$ cat src/rtl/cga_mode_init.sv
// cga_mode_init: programs a CGA adapter over the ISA I/O bus without CPU help.
// On an accepted start the block optionally polls status (3DA bit3) for vertical
// retrace, then writes a fixed 35-entry register sequence for the selected mode:
// 3D8 (video off), CRTC R0..R15 through the 3D4/3D5 index/data pair, 3D8, 3D9.
//
// Ports:
//   clk, nRESET        clock, asynchronous active-low reset
//   start, mode        one-cycle request (sampled only when idle) and mode select
//   busy, done         sequence in progress / one-cycle completion pulse
//   timeout            sticky: retrace never seen within POLL_LIMIT status reads
//   bus_a, bus_d       I/O address and write data
//   bus_oe             write data driven (write ops only)
//   bus_din            read data from the adapter
//   bus_iow_l/ior_l    active-low I/O write/read strobes
//   bus_aen            low while an op is in progress, high when idle
module cga_mode_init #(
  parameter logic [15:0] IO_BASE_ADDR  = 16'h3D0,
  parameter int unsigned SETUP_CYCLES  = 2,
  parameter int unsigned STROBE_CYCLES = 4,
  parameter int unsigned HOLD_CYCLES   = 2,
  parameter bit          WAIT_VRETRACE = 1'b1,
  parameter int unsigned POLL_LIMIT    = 1024
) (
  input  logic        clk,
  input  logic        nRESET,
  input  logic        start,
  input  logic [1:0]  mode,
  output logic        busy,
  output logic        done,
  output logic        timeout,
  output logic [14:0] bus_a,
  output logic [7:0]  bus_d,
  output logic        bus_oe,
  input  logic [7:0]  bus_din,
  output logic        bus_iow_l,
  output logic        bus_ior_l,
  output logic        bus_aen
);

  localparam int unsigned PhMax = (SETUP_CYCLES > STROBE_CYCLES) ?
      ((SETUP_CYCLES > HOLD_CYCLES) ? SETUP_CYCLES : HOLD_CYCLES) :
      ((STROBE_CYCLES > HOLD_CYCLES) ? STROBE_CYCLES : HOLD_CYCLES);
  localparam int unsigned CntW  = $clog2(PhMax + 1);
  localparam int unsigned PollW = $clog2(POLL_LIMIT + 1);
  localparam logic [5:0]  LastStep = 6'd34;

  typedef enum logic [2:0] {
    StIdle, StPSetup, StPStrobe, StPHold, StWSetup, StWStrobe, StWHold, StFin
  } state_e;

  state_e             state_q, state_d;
  logic [CntW-1:0]    cnt_q, cnt_d;
  logic [5:0]         step_q, step_d;
  logic [PollW-1:0]   poll_q, poll_d;
  logic [PollW-1:0]   poll_inc;
  logic [1:0]         mode_q, mode_d;
  logic               vr_q, vr_d;
  logic               timeout_q, timeout_d;
  logic [CntW-1:0]    ph_end;
  logic               ph_last;

  // CRTC values; the two graphics modes share one set, text modes differ in R0..R2
  function automatic logic [7:0] crtc_val(input logic [1:0] m, input logic [3:0] r);
    logic gfx;
    logic wide;
    gfx  = m[1];
    wide = (m == 2'd1);
    case (r)
      4'd0:    crtc_val = wide ? 8'h71 : 8'h38;
      4'd1:    crtc_val = wide ? 8'h50 : 8'h28;
      4'd2:    crtc_val = wide ? 8'h5A : 8'h2D;
      4'd3:    crtc_val = 8'h0A;
      4'd4:    crtc_val = gfx ? 8'h7F : 8'h1F;
      4'd5:    crtc_val = 8'h06;
      4'd6:    crtc_val = gfx ? 8'h64 : 8'h19;
      4'd7:    crtc_val = gfx ? 8'h70 : 8'h1C;
      4'd8:    crtc_val = 8'h02;
      4'd9:    crtc_val = gfx ? 8'h01 : 8'h07;
      4'd10:   crtc_val = 8'h06;
      4'd11:   crtc_val = 8'h07;
      default: crtc_val = 8'h00;
    endcase
  endfunction

  function automatic logic [7:0] ctrl_val(input logic [1:0] m);
    case (m)
      2'd0:    ctrl_val = 8'h28;
      2'd1:    ctrl_val = 8'h29;
      2'd2:    ctrl_val = 8'h0A;
      default: ctrl_val = 8'h1A;
    endcase
  endfunction

  function automatic logic [7:0] color_val(input logic [1:0] m);
    color_val = (m == 2'd3) ? 8'h0F : 8'h30;
  endfunction

  // Phase length for the current op phase
  always_comb begin
    case (state_q)
      StPSetup, StWSetup:   ph_end = CntW'(SETUP_CYCLES - 1);
      StPStrobe, StWStrobe: ph_end = CntW'(STROBE_CYCLES - 1);
      default:              ph_end = CntW'(HOLD_CYCLES - 1);
    endcase
  end

  assign ph_last  = (cnt_q == ph_end);
  assign poll_inc = poll_q + PollW'(1);

  always_comb begin
    state_d   = state_q;
    cnt_d     = ph_last ? '0 : cnt_q + CntW'(1);
    step_d    = step_q;
    poll_d    = poll_q;
    mode_d    = mode_q;
    vr_d      = vr_q;
    timeout_d = timeout_q;
    case (state_q)
      StIdle: begin
        cnt_d = '0;
        if (start) begin
          mode_d    = mode;
          timeout_d = 1'b0;
          poll_d    = '0;
          step_d    = '0;
          vr_d      = 1'b0;
          state_d   = WAIT_VRETRACE ? StPSetup : StWSetup;
        end
      end
      StPSetup:  if (ph_last) state_d = StPStrobe;
      StPStrobe: begin
        if (ph_last) begin
          // Status is captured on the last strobe clock, when it has settled longest
          vr_d    = bus_din[3];
          state_d = StPHold;
        end
      end
      StPHold: begin
        if (ph_last) begin
          if (vr_q) begin
            state_d = StWSetup;
          end else begin
            poll_d = poll_inc;
            if (poll_inc == PollW'(POLL_LIMIT)) begin
              timeout_d = 1'b1;
              state_d   = StWSetup;
            end else begin
              state_d = StPSetup;
            end
          end
        end
      end
      StWSetup:  if (ph_last) state_d = StWStrobe;
      StWStrobe: if (ph_last) state_d = StWHold;
      StWHold: begin
        if (ph_last) begin
          if (step_q == LastStep) begin
            state_d = StFin;
          end else begin
            step_d  = step_q + 6'd1;
            state_d = StWSetup;
          end
        end
      end
      StFin: begin
        cnt_d   = '0;
        state_d = StIdle;
      end
      default: state_d = StIdle;
    endcase
  end

  always_ff @(posedge clk or negedge nRESET) begin
    if (!nRESET) begin
      state_q   <= StIdle;
      cnt_q     <= '0;
      step_q    <= '0;
      poll_q    <= '0;
      mode_q    <= '0;
      vr_q      <= 1'b0;
      timeout_q <= 1'b0;
    end else begin
      state_q   <= state_d;
      cnt_q     <= cnt_d;
      step_q    <= step_d;
      poll_q    <= poll_d;
      mode_q    <= mode_d;
      vr_q      <= vr_d;
      timeout_q <= timeout_d;
    end
  end

  // Write decode: step 0 blanks video, 1..32 alternate CRTC index/data, 33..34 restore
  logic [3:0]  wr_off;
  logic [7:0]  wr_data;
  logic [5:0]  crtc_idx;
  always_comb begin
    wr_off   = 4'h8;
    wr_data  = 8'h00;
    crtc_idx = step_q - 6'd1;
    if (step_q == 6'd0) begin
      wr_off  = 4'h8;
      wr_data = ctrl_val(mode_q) & 8'hF7;
    end else if (step_q <= 6'd32) begin
      if (!crtc_idx[0]) begin
        wr_off  = 4'h4;
        wr_data = {4'h0, crtc_idx[4:1]};
      end else begin
        wr_off  = 4'h5;
        wr_data = crtc_val(mode_q, crtc_idx[4:1]);
      end
    end else if (step_q == 6'd33) begin
      wr_off  = 4'h8;
      wr_data = ctrl_val(mode_q);
    end else begin
      wr_off  = 4'h9;
      wr_data = color_val(mode_q);
    end
  end

  // Bus outputs decode straight from state so an async reset idles the bus at once
  logic        in_poll;
  logic        in_write;
  logic [15:0] addr_full;
  assign in_poll  = (state_q == StPSetup) || (state_q == StPStrobe) || (state_q == StPHold);
  assign in_write = (state_q == StWSetup) || (state_q == StWStrobe) || (state_q == StWHold);

  always_comb begin
    addr_full = 16'h0000;
    if (in_poll) begin
      addr_full = IO_BASE_ADDR + 16'h000A;
    end else if (in_write) begin
      addr_full = IO_BASE_ADDR + {12'h000, wr_off};
    end
  end

  assign bus_a     = addr_full[14:0];
  assign bus_d     = in_write ? wr_data : 8'h00;
  assign bus_oe    = in_write;
  assign bus_iow_l = (state_q != StWStrobe);
  assign bus_ior_l = (state_q != StPStrobe);
  assign bus_aen   = !(in_poll || in_write);
  assign busy      = in_poll || in_write;
  assign done      = (state_q == StFin);
  assign timeout   = timeout_q;

  logic unused_bits;
  assign unused_bits = ^{bus_din[7:4], bus_din[2:0], addr_full[15]};

endmodule

$ cat config.mk
export PLATFORM = sky130hd
export DESIGN_NAME = cga_mode_init
export DESIGN_NICKNAME = d
export VERILOG_FILES = /design/src/rtl/cga_mode_init.sv
export SDC_FILE = /design/constraint.sdc
export NUM_CORES = 1
export LEC_CHECK = 0
export ABC_AREA = 0
export BUFFER_PORTS_ARGS = -buffer_cell sky130_fd_sc_hd__buf_4
export CAP_MARGIN = 25
export CORE_ASPECT_RATIO = 1.75
export CORE_UTILIZATION = 40
export CTS_CLUSTER_DIAMETER = 120
export CTS_CLUSTER_SIZE = 40
export DETAILED_ROUTE_END_ITERATION = 16
export GPL_ROUTABILITY_DRIVEN = 1
export PLACE_DENSITY = 0.65
export SLEW_MARGIN = 20
export SYNTH_ARGS = -nofsm -noshare
export SYNTH_HDL_FRONTEND = slang
export SYNTH_SLANG_ARGS = --single-unit
$ cat constraint.sdc
create_clock -name clk -period 2.9 [get_ports clk]
set_input_delay 0.29 -clock clk [delete_from_list [all_inputs] [get_ports clk]]
set_output_delay 0.29 -clock clk [all_outputs]
set_load 0.005 [all_outputs]
* Word-level counts from Yosys, hierarchy flattened
Index checks and enable logic that the tools add are counted.
** Storage, ports and cells
- Bits in registers :: 27
- Logic and storage cells :: 122
- Output and inout port bits :: 30
** Cells by class
- Reductions and logical operators :: 22
- Eq/ne operators :: 37
- Magnitude comparators :: 1
- Add/sub/neg operators :: 5
- Muxes and demuxes :: 50
** Operator list (count)
- $pmux 7 s11 :: 1
- $mux 11 :: 5
- $mux 7 :: 7
- $mux 3 :: 12
- $mux 8 :: 4
- $mux 6 :: 4
- $pmux 3 s8 :: 1
- $pmux 11 s2 :: 1
- $ne 2x2->1 const B :: 10
- $pmux 6 s3 :: 1
- $eq 4x3->1 const B :: 4
- $eq 4x4->1 const B :: 4
- $eq 3x3->1 const B :: 4
- $eq 6x6->1 const B :: 2
- $pmux 6 s2 :: 1
- $add 10x4->11 const A :: 1
- $add 11x1->11 const B :: 1
- $eq 11x11->1 const B :: 1
- $eq 4x2->1 const B :: 2
- $mux 4 :: 2
- $reduce_and 4->1 :: 2
- $mux 1 :: 7
- $reduce_and 7->1 :: 1
- $add 6x1->6 const B :: 1
- other kinds (24) :: 36

* Longest topological paths before layout
Gate-level depths: netlist of run 1.
- Word-level depth :: 8
- Mapped depth :: 11
- Mapped depth without buffers :: 8

* Least setup slack after synthesis of run 1
No wires, ideal clock.
- Kind :: register to output
- From :: register step_q[0]
- To :: output bus_d[2]
- Cell stages (with the launch flop) :: 11
- Arrival :: 2.478 ns
- Slack :: 0.132 ns
- Data required time :: 2.610 ns
- Buffers on the path :: 3
- Cells stage by stage :: dfrtp_1 clkbuf_1 inv_1 ha_1 or4b_4 buf_6 and2_4 buf_6 o21a_1 or4_1 o21ai_1
** Between the ends
- Word-level cells in the longest chain between the ends :: 8
- Elaborated cells between the ends (all ways) :: 23
- Classes of those cells :: add/sub (1); order compare (1); eq/ne (12); mux (6); reduce/logical (3)
** RTL lines
- from (decl) :: RTL line 53 : logic [5:0] step_q, step_d;
- from (signal assigned) :: RTL line 185 : step_q <= step_d;
- $sub 5x1->5 :: RTL line 200 : crtc_idx = step_q - 6'd1;
- $eq 4x4->1 or $eq 4x3->1 (tied branches) :: RTL line 68 : case (r)
- $reduce_or 2->1 (no source line)
- $pmux 7 s11 :: RTL line 68
- $mux 7 :: RTL line 205 : if (!crtc_idx[0]) begin
- $mux 8 :: RTL line 204 : end else if (step_q <= 6'd32) begin
- $mux 8 * :: RTL line 201 : if (step_q == 6'd0) begin
- $mux 8 * :: RTL line 238 : assign bus_d = in_write ? wr_data : 8'h00;
- to (decl) :: RTL line 32 : output logic [7:0] bus_d,
Mark *: on every way between the ends. The rest lies on a longest branch, timed or not.

* Worst setup path after layout of run 1
- From :: register step_q[0]
- To :: output bus_d[5]
The elaborated chain is that of the path after synthesis.

==> results.tsv, run 1 <==
stage	metric	value	unit
synthesis	multiplexer share of the synthesized area	1.31	%
synthesis	Mean Syn Cell Area	7.44	um2
drt	Post-Route WL	5.74	mm
synthesis	Mapped Area	0.00240	mm2
sta	max-slew violations	0	
sta	Final Cycle Share	97.1	%
placed_design	Placed Instances	414	
synthesis	post-synthesis simple-gate area fraction	25.5	%
power	pwr/cell area	865	mW/mm2
sta	RSZ-0062 raised after global routing	no	
final_layout	area grow syn2layout	13.8	%
floorplanning	width of the chip	60.5	um
clock_tree	CTS Buffer Depth	2	
floorplanning	Initial Utilization	41.1	%
clock_tree	CTS tree	done	
floorplanning	Die Ht	104	um
grt	total track usage	19.1	%
clock_tree	clock sinks	27	
synthesis	synthesis-stage register bit count	27	
final_layout	# diodes	0	
placed_design	Buffers on Ports	28	
critical_path	crit start category	flip-flop	
grt	first-pass GRT wire length	9.52	mm
critical_path	worst setup path class	reg2out	
floorplanning	Die ar.	0.00632	mm2
power	Peak supply drop	0.430	mV
sta	Fmax achieved	0.355	GHz
critical_path	CP Capture Type	primary output	
drt	Wirelength per Cell	13.6	um
critical_path	CP arrival	2.53	ns
synthesis	cells after synthesis	322	
final_layout	commonest cells after routing, fill and taps aside	46 x buf_4, 36 x nor2_1, 34 x nand2_1	
clock_tree	Clock Root Buffer	clkbuf_8	
sta	Post-Route Skew	0.000962	ns
sta	final setup TNS	0	ns
final_layout	Layout Nets	366	
synthesis	adder-cell share of the synthesized area	3.66	%
drt	TritonRoute pass-1 iters	4	
floorplanning	Core ar.	0.00583	mm2
synthesis	asr flop ratio synth	100	%
synthesis	sequential-to-total area share from yosys stat	28.2	%
placed_design	Place WS	0.285	ns
floorplanning	FP Rows	37	
synthesis	Netlist cell types	54	
drt	DRC	0	
final_layout	fraction of layout cells with a size suffix above 1	17.1	%
synthesis	most used flip-flop cell after synthesis	dfrtp_1	
final_layout	most common cell after layout, fill and taps aside	buf_4	
placed_design	HPWL Detailed	4.33	mm
floorplanning	total I/O pin count	43	
sta	relative slew slack	47.0	%
clock_tree	Clock transition at path regs	0.09	ns
grt	vias in the first global route	2172	
drt	Via Count	2315	
synthesis	largest family of logic cells by synthesized area	simple AND/OR/NAND/NOR gates	
synthesis	yosys warns	0	
sta	fin worst setup slack	0.0827	ns
job	maxcap violations	0	
synthesis	Compound-Gate Fraction of Synth Area	25.0	%
grt	maximum number of pins on one net before global-route repair	28	
sta	final hold violation count	0	
placed_design	DP Area	0.00263	mm2
critical_path	CP required	2.61	ns
grt	initial antenna violation count	0	
sta	Hold WS	0.200	ns
worst_hold_path	Hold Crit Class	in2reg	
clock_tree	CTS buffer count	3	
power	Lkg Pwr	1.20	nW
synthesis	Synth Area in XOR/XNOR	6.21	%
clock_tree	Skew-Pair Late Insertion Delay	0.27	ns
drt	Via density	5.47	
final_layout	Final Non-Filler Cells	423	
outcome	outcome	finished, final reports clean	
synthesis	Post-synth EDFFs	0	
placed_design	RePlAce Congestion	0.865	
critical_path	critical path fanouts, max	6	
drt	DRT antenna net count	0	
sta	Period minus WS final	2.82	ns
final_layout	cell area after layout	0.00273	mm2
sta	worst slew pin tran	0.793	ns
sta	final setup fails	0	
drt	first-iteration detailed-routing DRC count	166	
clock_tree	H-tree depth	1	
grt	GR Overflow Total	0	
## state kept, by name (all words and copies together), names as in the netlist
name,count
state_q,3
step_q,6
vr_q,1
timeout,1
cnt_q,3
mode_q,2
poll_q,11
## cell usage after synthesis (8+ instances only)
master / n / area [um2]
xnor2_1: 8 / 70.1
inv_1: 9 / 33.8
buf_4: 12 / 90.1
a21oi_1: 26 / 130
xor2_1: 9 / 78.8
nand3_1: 9 / 45.0
o21ai_0: 32 / 160
dfrtp_1: 27 / 676
nand2_1: 34 / 128
clkbuf_1: 15 / 56.3
nor2_1: 36 / 135
## through the flow
step	utilization (%)	power (mW)
after floorplan	-	1.70
after global placement	45.1	2.09
after detailed placement	45.1	2.11
after CTS	46.2	2.34
after global routing	46.7	2.58
final	46.7	2.36
## critical path, cell delays in order, from the launching register on
cell     delay (ns)
dfrtp_1        0.39
inv_2          0.10
ha_1           0.17
or4b_4         0.51
and2_4         0.21
a21oi_1        0.16
o21ai_1        0.08
or3_1          0.32
a21oi_1        0.19
buf_4          0.14
## repair_timing
item	4_1_cts	5_1_grt
setup endpoints to repair	2	2
buffers inserted	0	4
pin swaps	0	0
endpoints found under the hold margin	27	0
resized for setup	2	2
hold buffers	1	0
## final cells by class
class                      instances  area, um2
multi-input combinational        257       1510
inverter                          10       37.5
clock inverter                     1       5.00
sequential                        27        676
fill                             608       3110
clock buffer                       3       41.3
tap                               78       97.6
timing repair buffer              47        355
## path summary, 6_finish.rpt
kind	endpoint	cells after the start	slack (ns)	start
min in group asynchronous	cnt_q[1]$_DFF_PN0_	2	0.45	nRESET
worst min register to register	cnt_q[0]$_DFF_PN0_	1	0.48	cnt_q[0]$_DFF_PN0_
max in group asynchronous	step_q[3]$_DFFE_PN0P_	2	2.19	nRESET
worst max-delay path	bus_d[5]	9	0.08	step_q[0]$_DFFE_PN0P_
worst max register to register	poll_q[5]$_DFFE_PN0P_	5	0.65	state_q[0]$_DFFE_PN0P_
worst min-delay path	mode_q[1]$_DFFE_PN0P_	3	0.20	mode[1]
## report_power, final
group / total [mW] / leakage (nW) / switching [mW] / internal [mW]
Combinational: 1.46 / 0.810 / 0.816 / 0.649
Clock: 0.216 / 0.0255 / 0.120 / 0.0965
Sequential: 0.678 / 0.362 / 0.195 / 0.484
Total: 2.36 / 1.20 / 1.13 / 1.23
## layer usage
layer / global-route usage [%] / share of wire, % / up-vias / wire (um)
met3: 1.62 / 2.0 / 14 / 117
met4: 7.31 / 2.5 / 0 / 146
li1: - / - / 1168 / -
met2: 35.6 / 55 / 49 / 3150
met1: 20.8 / 40 / 1084 / 2320
met5: 0 / 0 / - / 0
## logic make-up after synthesis
logic type,after synthesis
compound gates,98
xor+xnor,17
fa+ha+maj,7
buf+inv,44
flops,27
mux,3
other cells,1
simple gates,125
(Power assumes the default switching activity.)
==> inputs of run 2 (changes only) <==
--- a/config.mk
+++ b/config.mk
@@ -8,7 +8,6 @@
 export ABC_AREA = 0
 export BUFFER_PORTS_ARGS = -buffer_cell sky130_fd_sc_hd__buf_4
 export CAP_MARGIN = 25
-export CORE_ASPECT_RATIO = 1.75
 export CORE_UTILIZATION = 40
 export CTS_CLUSTER_DIAMETER = 120
 export CTS_CLUSTER_SIZE = 40
==> run 2 against run 1 <==
  * Global-route usage up 0.22 points
  * Sequential share of layout area up 0.068 points
  * First-iteration DRC count down 34%
  * Clock power up 2%
  * Combinational power about the same
  * Flip-flop and latch count unchanged
  * Critical path type unchanged
  * Highest routed layer unchanged
==> results.tsv, run 2 (synthesis results as in run 1) <==
stage	metric	value	unit	change
outcome	outcome	finished, final reports clean		
drt	DRT antenna net count	0		unchanged
sta	RSZ-0062 raised after global routing	no		
critical_path	worst r2r src	state_q[0]$_DFFE_PN0P_		
floorplanning	FP Rows	27		-27%
final_layout	Biggest register	poll_q		
final_layout	fin util	48.2	%	+1.5 points
grt	GR Overflow Total	0		unchanged
critical_path	worst setup path class	reg2out		
clock_tree	Clock transition at path regs	0.10	ns	about the same
final_layout	cell area after layout	0.00272	mm2	-0.28%
grt	vias in the first global route	2101		-3.3%
drt	Post-Route WL	5.90	mm	+2.8%
clock_tree	CTS buffer count	3		unchanged
sta	final setup TNS	0	ns	unchanged
critical_path	slowest stage cell on the critical path	or4b_4		
sta	max-slew violations	0		unchanged
final_layout	# diodes	0		unchanged
critical_path	CP arrival	2.53	ns	about the same
final_layout	Layout Nets	362		-1.1%
critical_path	crit-path cells	inv_2, ha_4, or4b_4, and2_4, o21a_1, or4_1, o21ai_2, buf_4		
placed_design	DP Area	0.00259	mm2	-1.4%
sta	Period minus WS final	2.82	ns	+0.00603 ns
job	maxcap violations	0		unchanged
critical_path	crit-path max cell delay	0.49	ns	-0.02 ns
clock_tree	H-tree depth	1		unchanged
final_layout	Regs by FF count	poll_q (11), step_q (6)		
final_layout	fill cell count	594		-2.3%
sta	worst slew pin tran	0.804	ns	+0.0108 ns
sta	final setup fails	0		unchanged
floorplanning	Core ar.	0.00564	mm2	-3.3%
drt	Via density	5.60		+2.3%
clock_tree	CTS Buffer Depth	2		unchanged
drt	DRC	0		unchanged
worst_hold_path	Hold Crit Class	in2reg		
final_layout	commonest cells after routing, fill and taps aside	42 x buf_4, 35 x nor2_1, 34 x nand2_1		
critical_path	Worst Reg-to-Reg Cells	5		unchanged
placed_design	HPWL Detailed	4.14	mm	-4.3%
drt	Wirelength per Cell	14.3	um	+5.3%
power	Lkg Pwr	1.19	nW	-0.82%
critical_path	CP Capture Type	primary output		
drt	Via Count	2313		-0.086%
sta	Post-Route Skew	0.0118	ns	+0.0108 ns
final_layout	max reg flops	11		unchanged
final_layout	most common cell after layout, fill and taps aside	buf_4		
worst_hold_path	min-delay src	mode[1]		
floorplanning	total I/O pin count	43		unchanged
critical_path	FF-to-FF setup slack	0.60	ns	-0.05 ns
clock_tree	clock sinks	27		unchanged
clock_tree	CTS tree	done		
clock_tree	Skew-Pair Late Insertion Delay	0.28	ns	about the same
power	pwr/cell area	876	mW/mm2	+1.2%
floorplanning	Initial Utilization	42.5	%	+1.4 points
sta	final hold violation count	0		unchanged
drt	first-iteration detailed-routing DRC count	109		-34%
drt	TritonRoute pass-1 iters	4		unchanged
grt	initial antenna violation count	0		unchanged
grt	first-pass GRT wire length	9.85	mm	+3.4%
final_layout	area grow syn2layout	13.5	%	
critical_path	CP required	2.61	ns	about the same
floorplanning	width of the chip	79.4	um	+31%
critical_path	crit start category	flip-flop		
worst_hold_path	WHS Endpoint	mode_q[1]$_DFFE_PN0P_		
sta	relative slew slack	46.2	%	-0.72 points
critical_path	critical path fanouts, max	6		unchanged
clock_tree	Clock Root Buffer	clkbuf_8		
critical_path	Crit path max-delay family	simple AND/OR/NAND/NOR gates		
sta	Fmax achieved	0.354	GHz	-0.21%
worst_hold_path	worst hold path depth	3		unchanged
power	Tot Pwr	2.38	mW	+0.90%
floorplanning	Die ar.	0.00630	mm2	-0.19%
critical_path	CP Buf/Inv Count	2		unchanged
placed_design	Buffers on Ports	28		unchanged
sta	Final Cycle Share	97.4	%	+0.21 points
grt	maximum number of pins on one net before global-route repair	28		unchanged
grt	total track usage	19.3	%	+0.22 points
critical_path	Reg-to-Reg End	poll_q[5]$_DFFE_PN0P_		
floorplanning	Die Ht	79.4	um	-24%
final_layout	fraction of layout cells with a size suffix above 1	17.3	%	+0.20 points
placed_design	RePlAce Congestion	0.865		-0.10%
power	Peak supply drop	0.565	mV	+31%
## run 2: changes by cell type in the layout (fill, tap and decap cells not counted)
cell | previous run | this run
buf_4 | 46 | 42
nor2_1 | 36 | 35
xnor2_1 | 8 | 7
xnor2_2 | 0 | 1
ha_1 | 7 | 6
xor2_1 | 9 | 8
xor2_2 | 0 | 1
nor2_2 | 0 | 1
ha_4 | 0 | 1
## run 2: through the flow
| stage | cells | hold slack [ns] | worst slack (ns) |
|---|---|---|---|
| detailed placement | 404 | 0.232 | 0.284 |
| global placement | 404 | 0.229 | 0.294 |
| CTS | 409 | 0.189 | 0.0151 |
| global route | 413 | 0.195 | 0.00293 |
| finish | 413 | 0.191 | 0.0767 |
| floorplan | 328 | -0.00559 | 0.132 |
## run 2: power breakdown
part | total [mW] | switching (mW) | internal, mW
sequential | 0.681 | 0.198 | 0.484
clock | 0.220 | 0.123 | 0.0965
combinational | 1.48 | 0.832 | 0.647
## run 2: cell type report
cell class                      instances  area (um2)  share of cell area [%]
Clock inverter                          1        5.00                   0.184
Inverter                               10        37.5                    1.38
Multi-Input combinational cell        257        1540                    56.8
Tap cell                               72        90.1                    3.31
Sequential cell                        27         676                    24.9
Clock buffer                            3        41.3                    1.52
Timing Repair Buffer                   43         325                    12.0
## run 2: timing repair
| item | 4_1_cts | 5_1_grt |
|---|---|---|
| endpoints found under the setup margin | 1 | 6 |
| resized for setup | 1 | 8 |
| buffers inserted | 0 | 4 |
| hold buffers | 1 | 0 |
| endpoints found under the hold margin | 27 | 0 |
## run 2: worst max-delay path by stage
| stage | cells after the start | start | endpoint | slack [ns] |
|---|---|---|---|---|
| 4_1_cts | 8 | step_q[1]$_DFFE_PN0P_ | bus_d[2] | 0.02 |
| 3_5_place_dp | 8 | step_q[0]$_DFFE_PN0P_ | bus_d[2] | 0.28 |
| 3_3_place_gp | 8 | step_q[0]$_DFFE_PN0P_ | bus_d[2] | 0.29 |
| 5_1_grt | 8 | step_q[0]$_DFFE_PN0P_ | bus_d[2] | 0.003 |
| 2_1_floorplan | 10 | step_q[0]$_DFFE_PN0P_ | bus_d[2] | 0.13 |
| 6_report | 8 | step_q[0]$_DFFE_PN0P_ | bus_d[2] | 0.08 |
## run 2: per-layer routing
metal	up-vias	routed length (um)	track usage, %
met5	-	0	0
met4	0	41	4.36
met3	5	151	1.83
met2	39	2920	32.8
met1	1104	2780	26.5
li1	1165	-	-
## run 2: worst min-delay path, delay by kind of cell
family	cells	cell delay, ns
buffers and inverters	1	0.08
AND/OR/NAND/NOR	2	0.08
